**src/rtl/mmu_xlat.sv**
```systemverilog
// 8722-style MMU register file with a registered one-clock address translation stage.
// Define MMU_PAGE_SWAP_EN to enable the reverse page-swap translation path.
module mmu_xlat #(
    parameter int          NUM_PCR  = 4,
    parameter int          NUM_PAGE = 2,
    parameter int          BANK_W   = 2,
    parameter logic [15:0] IO_BASE  = 16'hD500,
    parameter logic [15:0] LCR_BASE = 16'hFF00,
    parameter logic [7:0]  VERSION  = 8'h20
) (
    input  logic              clk,
    input  logic              reset_n,
    input  logic              req,
    input  logic              rw,
    input  logic [15:0]       addr,
    input  logic [7:0]        d_in,
    output logic [7:0]        d_out,
    output logic              d_oe,
    input  logic              k4080,
    output logic              os,
    output logic [7:0]        t_addr,
    output logic [BANK_W-1:0] t_bank,
    output logic              t_valid
);

    localparam int          NUM_REG = NUM_PCR + 4 + 2 * NUM_PAGE;
    localparam logic [15:0] K_MCR   = 16'(NUM_PCR + 1);
    localparam logic [15:0] K_RCR   = 16'(NUM_PCR + 2);
    localparam logic [15:0] K_PG    = 16'(NUM_PCR + 3);
    localparam logic [15:0] K_VER   = 16'(NUM_REG - 1);

    logic [7:0]  r_cr;
    logic [7:0]  r_pcr [NUM_PCR];
    logic        r_cpu, r_fsdir, r_game, r_exrom, r_os;
    logic [1:0]  r_rcr_size, r_vicbank;
    logic        r_rcr_low, r_rcr_high;
    logic [11:0] r_page [NUM_PAGE];
    logic [3:0]  r_stage [NUM_PAGE];

    logic [15:0]       w_io_off, w_lcr_off;
    logic              w_io_hit, w_lcr_hit, w_io_wr, w_lcr_wr;
    logic [7:0]        w_io_val, w_lcr_val, w_lcr_wval;
    logic [7:0]        w_hi, w_cmn_pages;
    logic [BANK_W-1:0] w_cr_bank;
    logic              w_reloc_hit, w_swap_hit, w_cmn_hit;
    logic [7:0]        w_reloc_addr, w_swap_addr, w_nx_addr;
    logic [BANK_W-1:0] w_reloc_bank, w_nx_bank;

    assign os = r_os;

    // With os set the I/O window disappears entirely; the LCR window stays live.
    assign w_io_off  = addr - IO_BASE;
    assign w_lcr_off = addr - LCR_BASE;
    assign w_io_hit  = req && (addr >= IO_BASE) && (w_io_off < 16'(NUM_REG)) && !r_os;
    assign w_lcr_hit = req && (addr >= LCR_BASE) && (w_lcr_off <= 16'(NUM_PCR));
    assign w_io_wr   = w_io_hit && !rw;
    assign w_lcr_wr  = w_lcr_hit && !rw && !w_io_hit;
    assign d_oe      = rw && (w_io_hit || w_lcr_hit);

    // Register read multiplexers for both windows and the LCR write value.
    always_comb begin
        w_io_val  = 8'h00;
        w_lcr_val = r_cr;
        w_io_val  = (w_io_off == 16'd0) ? r_cr : w_io_val;
        for (int i = 0; i < NUM_PCR; i++) begin
            w_io_val  = (w_io_off == 16'(i + 1)) ? r_pcr[i] : w_io_val;
            w_lcr_val = (w_lcr_off == 16'(i + 1)) ? r_pcr[i] : w_lcr_val;
        end
        w_io_val = (w_io_off == K_MCR) ?
                   {k4080, r_os, r_exrom, r_game, r_fsdir, 2'b00, r_cpu} : w_io_val;
        w_io_val = (w_io_off == K_RCR) ?
                   {r_vicbank, 2'b00, r_rcr_high, r_rcr_low, r_rcr_size} : w_io_val;
        for (int p = 0; p < NUM_PAGE; p++) begin
            w_io_val = (w_io_off == K_PG + 16'(2 * p)) ? r_page[p][7:0] : w_io_val;
            w_io_val = (w_io_off == K_PG + 16'(2 * p + 1)) ? {4'h0, r_page[p][11:8]} : w_io_val;
        end
        w_io_val   = (w_io_off == K_VER) ? VERSION : w_io_val;
        w_lcr_wval = (w_lcr_off == 16'd0) ? d_in : w_lcr_val;
        if (w_io_hit && rw) begin
            d_out = w_io_val;
        end else if (w_lcr_hit && rw) begin
            d_out = w_lcr_val;
        end else begin
            d_out = 8'h00;
        end
    end

    // Next translation: relocation beats swap beats common RAM beats CR bank.
    always_comb begin
        w_hi         = addr[15:8];
        w_cr_bank    = BANK_W'(r_cr[7:6]);
        w_reloc_hit  = 1'b0;
        w_reloc_addr = 8'h00;
        w_reloc_bank = '0;
        w_swap_hit   = 1'b0;
        w_swap_addr  = 8'h00;
        for (int p = 0; p < NUM_PAGE; p++) begin
            w_reloc_addr = (w_hi == 8'(p)) ? r_page[p][7:0] : w_reloc_addr;
            w_reloc_bank = (w_hi == 8'(p)) ? r_page[p][BANK_W+7:8] : w_reloc_bank;
            w_reloc_hit  = w_reloc_hit || (w_hi == 8'(p));
        end
`ifdef MMU_PAGE_SWAP_EN
        for (int p = NUM_PAGE - 1; p >= 0; p--) begin
            w_swap_addr = ((w_hi == r_page[p][7:0]) && (r_page[p][BANK_W+7:8] == w_cr_bank) &&
                           (r_page[p][7:0] != 8'(p))) ? 8'(p) : w_swap_addr;
            w_swap_hit  = w_swap_hit || ((w_hi == r_page[p][7:0]) &&
                          (r_page[p][BANK_W+7:8] == w_cr_bank) && (r_page[p][7:0] != 8'(p)));
        end
`endif
        case (r_rcr_size)
            2'b00:   w_cmn_pages = 8'd4;
            2'b01:   w_cmn_pages = 8'd16;
            2'b10:   w_cmn_pages = 8'd32;
            default: w_cmn_pages = 8'd64;
        endcase
        w_cmn_hit = (r_rcr_low && (w_hi < w_cmn_pages)) ||
                    (r_rcr_high && (w_hi >= (8'd0 - w_cmn_pages)));
        if (w_reloc_hit) begin
            w_nx_addr = w_reloc_addr;
            w_nx_bank = w_reloc_bank;
        end else if (w_swap_hit) begin
            w_nx_addr = w_swap_addr;
            w_nx_bank = w_cr_bank;
        end else if (w_cmn_hit) begin
            w_nx_addr = w_hi;
            w_nx_bank = '0;
        end else begin
            w_nx_addr = w_hi;
            w_nx_bank = w_cr_bank;
        end
    end

    // Register file writes; a high page write only stages its nibble until the low write.
    always_ff @(negedge clk or negedge reset_n) begin
        if (!reset_n) begin
            r_cr       <= 8'h00;
            r_cpu      <= 1'b0;
            r_os       <= 1'b0;
            r_fsdir    <= 1'b1;
            r_game     <= 1'b1;
            r_exrom    <= 1'b1;
            r_rcr_size <= 2'b00;
            r_rcr_low  <= 1'b0;
            r_rcr_high <= 1'b0;
            r_vicbank  <= 2'b00;
            for (int i = 0; i < NUM_PCR; i++) r_pcr[i] <= 8'h00;
            for (int p = 0; p < NUM_PAGE; p++) begin
                r_page[p]  <= 12'(p);
                r_stage[p] <= 4'h0;
            end
        end else if (w_io_wr) begin
            if (w_io_off == 16'd0) r_cr <= d_in;
            for (int i = 0; i < NUM_PCR; i++) begin
                if (w_io_off == 16'(i + 1)) r_pcr[i] <= d_in;
            end
            if (w_io_off == K_MCR) begin
                r_cpu   <= d_in[0];
                r_fsdir <= d_in[3];
                r_game  <= d_in[4];
                r_exrom <= d_in[5];
                r_os    <= d_in[6];
            end
            if (w_io_off == K_RCR) begin
                r_rcr_size <= d_in[1:0];
                r_rcr_low  <= d_in[2];
                r_rcr_high <= d_in[3];
                r_vicbank  <= d_in[7:6];
            end
            for (int p = 0; p < NUM_PAGE; p++) begin
                if (w_io_off == K_PG + 16'(2 * p)) r_page[p] <= {r_stage[p], d_in};
                if (w_io_off == K_PG + 16'(2 * p + 1)) r_stage[p] <= d_in[3:0];
            end
        end else if (w_lcr_wr) begin
            r_cr <= w_lcr_wval;
        end
    end

    // Translation output stage: valid follows req, address/bank hold while idle.
    always_ff @(negedge clk or negedge reset_n) begin
        if (!reset_n) begin
            t_valid <= 1'b0;
            t_addr  <= 8'h00;
            t_bank  <= '0;
        end else begin
            t_valid <= req;
            if (req) begin
                t_addr <= w_nx_addr;
                t_bank <= w_nx_bank;
            end
        end
    end

endmodule

```
**config.mk**
```make
export PLATFORM = sky130hd
export DESIGN_NAME = mmu_xlat
export DESIGN_NICKNAME = d
export VERILOG_FILES = /design/src/rtl/mmu_xlat.sv
export SDC_FILE = /design/constraint.sdc
export NUM_CORES = 1
export LEC_CHECK = 0
export ABC_CLOCK_PERIOD_IN_PS = 3300
export CAP_MARGIN = 0
export CORE_MARGIN = 4
export CORE_UTILIZATION = 40
export CTS_BUF_LIST = sky130_fd_sc_hd__clkbuf_4 sky130_fd_sc_hd__clkbuf_8
export CTS_CLUSTER_DIAMETER = 100
export DETAILED_ROUTE_END_ITERATION = 10
export MAX_ROUTING_LAYER = met4
export PLACE_DENSITY = 0.56
export SETUP_SLACK_MARGIN = 0.02
export SLEW_MARGIN = 20
export SYNTH_ARGS = -nofsm -noshare
export SYNTH_HDL_FRONTEND = slang
export SYNTH_SLANG_ARGS = --single-unit
```
**constraint.sdc**
```tcl
create_clock -name clk -period 3.3 [get_ports clk]
set_input_delay 0.33 -clock clk [delete_from_list [all_inputs] [get_ports clk]]
set_output_delay 0.33 -clock clk [all_outputs]
set_load 0.03 [all_outputs]
```
After elaboration in Yosys (flattened, before gate mapping) --
Index checks and enable logic that the tools add are counted.
Storage, ports and cells: bits in registers 94, latch bits 0, bits in writable memories 0, memory bits (read-only) 0, bits of input ports 29, output and inout port bits 21, logic and storage cells 114, memories 0
Operators by class: add/sub/neg operators 3, $mul 0, div/mod/pow operators 0, order comparisons 6, equality and inequality tests 19, shift-type cells 0, multiplexer cells 30, bitwise logic cells 0, reduce and logical (&&, ||, !) cells 35
Operator list (count):
- $mux W8 | 25
- $eq A16 B3 Y1 const B | 5
- $eq A16 B2 Y1 const B | 4
- $eq A16 B4 Y1 const B | 4
- $eq A16 B1 Y1 const B | 2
- $ge A16 B16 Y1 const B | 2
- $logic_not A16 Y1 | 2
- $sub A16 B16 Y16 const B | 2
- $reduce_and A2 Y1 | 11
- $pmux W7 S3 | 1
- $le A16 B3 Y1 const B | 1
- $lt A16 B4 Y1 const B | 1
- $logic_and A1 B1 Y1 | 13
- $eq A8 B1 Y1 const B | 1
- $ge A8 B8 Y1 | 1
- $logic_not A8 Y1 | 1
- $lt A8 B8 Y1 | 1
- $mux W2 | 4
- $sub A1 B8 Y8 const A | 1
- $logic_not A1 Y1 | 3
- $logic_or A1 B1 Y1 | 3
- $eq A2 B1 Y1 const B | 1
- $eq A2 B2 Y1 const B | 1
- $logic_not A2 Y1 | 1
- other kinds (2) | 2

Depth between registers and ports, before layout --
Gate-level depths: netlist (run 1).
word-level depth 15, mapped depth 9

==> metrics, run 1 <==
status=finished, violations left; violated checks=setup timing; routed wire length=19440 µm; antenna-violating nets left=0; RSZ-0062 raised after global routing=yes; Max-slew headroom=59.96%; Inserted Clock Buffers=9; placed cells=885; pins over their slew limit=0; Netlist cell types=70; first-pass GRT wire length=30160 µm; via/cell ratio=5.642; # clock sinks=94; fin area=8483 µm²; IO Port Bufs=49; Hold Fails Final Rpt=0; dpl hpwl=13740 µm; Slowest-stage cell, CP=mux4_2; worst hold endpoint=t_addr[0]$_DFFE_NN0P_; die width=126.8 µm; Crit path largest cell delay=430 ps; worst slack, placed=-1228 ps; Initial Util=40.83%; placed instance area=7579 µm²; Synth Instances=546; leakage power=3.889 nW; flop2flop setup slack=1020 ps; CTS Hold Bufs=0; max-cap viol count=0; worst hold path type=flop to flop; Root Driver=clkbuf_8; initial antenna violation count=0; register area share after synthesis=41.76%; layout cells sized above 1=51.07%; # DRC=0; top-area cell type share of the netlist area=39.89%; Remaining Overflow, GRT=0; Yosys warning total=0; CTS tree=built; Syn Nets=584; Fill cells=1157; height of the die=126.8 µm; IO Pins=50; post-DR wirelength/cell=20.95 µm; WHS Path Cells=2; Critical R2R Capture=t_bank[0]$_DFFE_NN0P_; clk slew on worst S/H paths=60 ps; # H-tree levels=3; maximum VDD drop=0.3231 mV; Core Area=13830 µm²; Skew-Pair Late Insertion Delay=420 ps; row count=43; Top FF cell, synth=dfrtn_1; Area Overhead vs Synth=50.27%; Mapped Avg Cell Area=10.34 µm²; Detailed Routing Iterations Pass 1=5; worst reg-to-reg path cell count=10; via count=5236; CP Data Arrival Time=3820 ps; reg2reg start=r_rcr_size[1]$_DFFE_NN0P_; largest net degree at the start of global routing=39; crit-path cells=mux4_2, or3_1, a32oi_2, buf_4, o22ai_4, buf_6; number of global-route vias before repair=5220; fraction of registers with async set/reset=100.0%; worst-margin pin slew=600.5 ps; RePlAce Congestion=0.8879; Clock Skews=60.98 ps; clk buf depth=2; hold path startpoint=t_addr[0]$_DFFE_NN0P_; ant diodes=0; setup violators final=92; total track usage=25.15%; Setup CP Type=flop to output port; area leader, netlist=dfrtn_1; number of synthesized flops with an enable pin=0; Power per Cell Area=274.4 nW/µm²; data required time of the worst path=2970 ps; final setup margin=-854.1 ps; Worst Setup SP=r_fsdir$_DFFE_NN1P_; flops & latches, synth=94; Non-Filler Instances=928; fin nets=781; initial detailed-routing violation count=480; CP max FO=3; die area=16080 µm²; crit path capture type=output port; Synth Cell Area=5645 µm²; Worst Setup Start Kind=flop; synth top area cells=dfrtn_1, mux2_2, nand2_1, mux2i_1, mux2_4; Post-synth top cells=dfrtn_1, mux2_2, nand2_1; leading cell type by number of instances after synthesis=dfrtn_1; Tot Pwr=2.328 mW
-- flip-flops by register name (all words and copies together) (netlist names) --
name,flops
os,1
r_cpu,1
r_cr,8
r_exrom,1
r_fsdir,1
r_game,1
r_page,24
r_pcr,32
r_rcr_high,1
r_rcr_low,1
r_rcr_size,2
r_stage,8
r_vicbank,2
t_addr,8
t_bank,2
t_valid,1
-- metal layers --
layer	wire length [µm]	share of wire [%]	GRT usage, %
met5	0	0	-
met4	279	1.4	5.931
met3	960	4.9	4.253
met2	9458	49	39.38
met1	8740	45	34.34
-- where the power goes --
group / internal [mW] / total [mW] / switching (mW) / leakage, nW
logic: 0.125 / 0.300 / 0.175 / 2.56
clock network: 0.409 / 0.855 / 0.446 / 0.128
registers: 1.17 / 1.17 / 0.00494 / 1.20
-- cells in the final DEF, fill, tap and decap left out, drive strengths merged, types with 3 or more instances in the layout --
cell	instances
dfrtn	90
o221ai	3
o21ai	31
a21oi	21
nor3	4
a31oi	5
dlygate4sd2	12
ha	9
o22ai	3
nand3	8
or4b	4
dfstp	4
mux4	5
buf	184
mux2i	21
a31o	3
o211ai	9
nand3b	9
nor4	9
mux2	72
clkdlybuf4s15	4
or2	6
o311ai	3
nand2	62
clkdlybuf4s50	10
nor2b	3
clkbuf	18
a32oi	6
a21o	4
nand2b	9
nor2	35
nand4	3
a222oi	7
inv	37
-- how the worst max path moves through the flow --
stage / end / slack [ps] / cells past startpoint
floorplan: r_page[10]$_DFFE_NN0P_ / -750 / 6
global placement: r_stage[6]$_DFFE_NN0P_ / -1200 / 7
detailed placement: r_stage[7]$_DFFE_NN0P_ / -1230 / 7
CTS: d_out[3] / -850 / 6
global route: d_out[3] / -920 / 6
finish: d_out[3] / -850 / 6
-- what timing repair did --
| item | in CTS | in global routing |
|---|---|---|
| cloned | 4 | 0 |
| gates resized for setup | 129 | 89 |
| setup buffers | 16 | 15 |
| pin swaps | 27 | 35 |
| setup endpoints to repair | 113 | 96 |
-- worst max-delay path, delay by kind of cell, from the launching register on --
family	cells	cell delay [ps]
AO/OA/AOI/OAI	2	320
buffers and inverters	2	310
flip-flops	1	360
multiplexers	1	430
AND/OR/NAND/NOR	1	330
-- layout make-up --
type | count | area, µm² | area share (%)
Multi-Input combinational cell | 386 | 3588 | 42.30
Sequential cell | 94 | 2357 | 27.79
Timing Repair Buffer | 216 | 1966 | 23.17
Tap cell | 180 | 225.2 | 2.655
Clock buffer | 12 | 158.9 | 1.873
Inverter | 32 | 120.1 | 1.416
Clock inverter | 8 | 67.56 | 0.7965
-- through the flow --
step / hold slack [ps] / util, % / setup TNS (ps)
finish: 448.1 / 61.35 / -40550
global route: 462.1 / 61.35 / -44020
CTS: 454.9 / 59.92 / -47080
detailed placement: 457.8 / 54.81 / -99850
global placement: 441.1 / 54.81 / -98580
floorplan: 434.3 / - / -48160
-- cell families after synthesis --
family	share of synthesized area, %
and+or+nand+nor	15.69
AOI/OAI and AO/OA	14.85
muxes	20.74
DFF	41.76
buffers and inverters	4.898
adders and majority gates	1.995
other	0.06643
No activity file was read; power rests on OpenSTA's default activity.
==> run 2: changes to the inputs <==
--- a/config.mk
+++ b/config.mk
@@ -12,6 +12,7 @@
 export CTS_BUF_LIST = sky130_fd_sc_hd__clkbuf_4 sky130_fd_sc_hd__clkbuf_8
 export CTS_CLUSTER_DIAMETER = 100
 export DETAILED_ROUTE_END_ITERATION = 10
+export HOLD_SLACK_MARGIN = 0.12
 export MAX_ROUTING_LAYER = met4
 export PLACE_DENSITY = 0.56
 export SETUP_SLACK_MARGIN = 0.02
==> results of run 2 <==
The final DEF is identical to that of run 1; final timing and power are the same.
==> run 3: changes to the inputs <==
--- a/config.mk
+++ b/config.mk
@@ -6,7 +6,6 @@
 export NUM_CORES = 1
 export LEC_CHECK = 0
 export ABC_CLOCK_PERIOD_IN_PS = 3300
-export CAP_MARGIN = 0
 export CORE_MARGIN = 4
 export CORE_UTILIZATION = 40
 export CTS_BUF_LIST = sky130_fd_sc_hd__clkbuf_4 sky130_fd_sc_hd__clkbuf_8
==> results of run 3 <==
The final DEF is identical to that of run 1; final timing and power are the same.
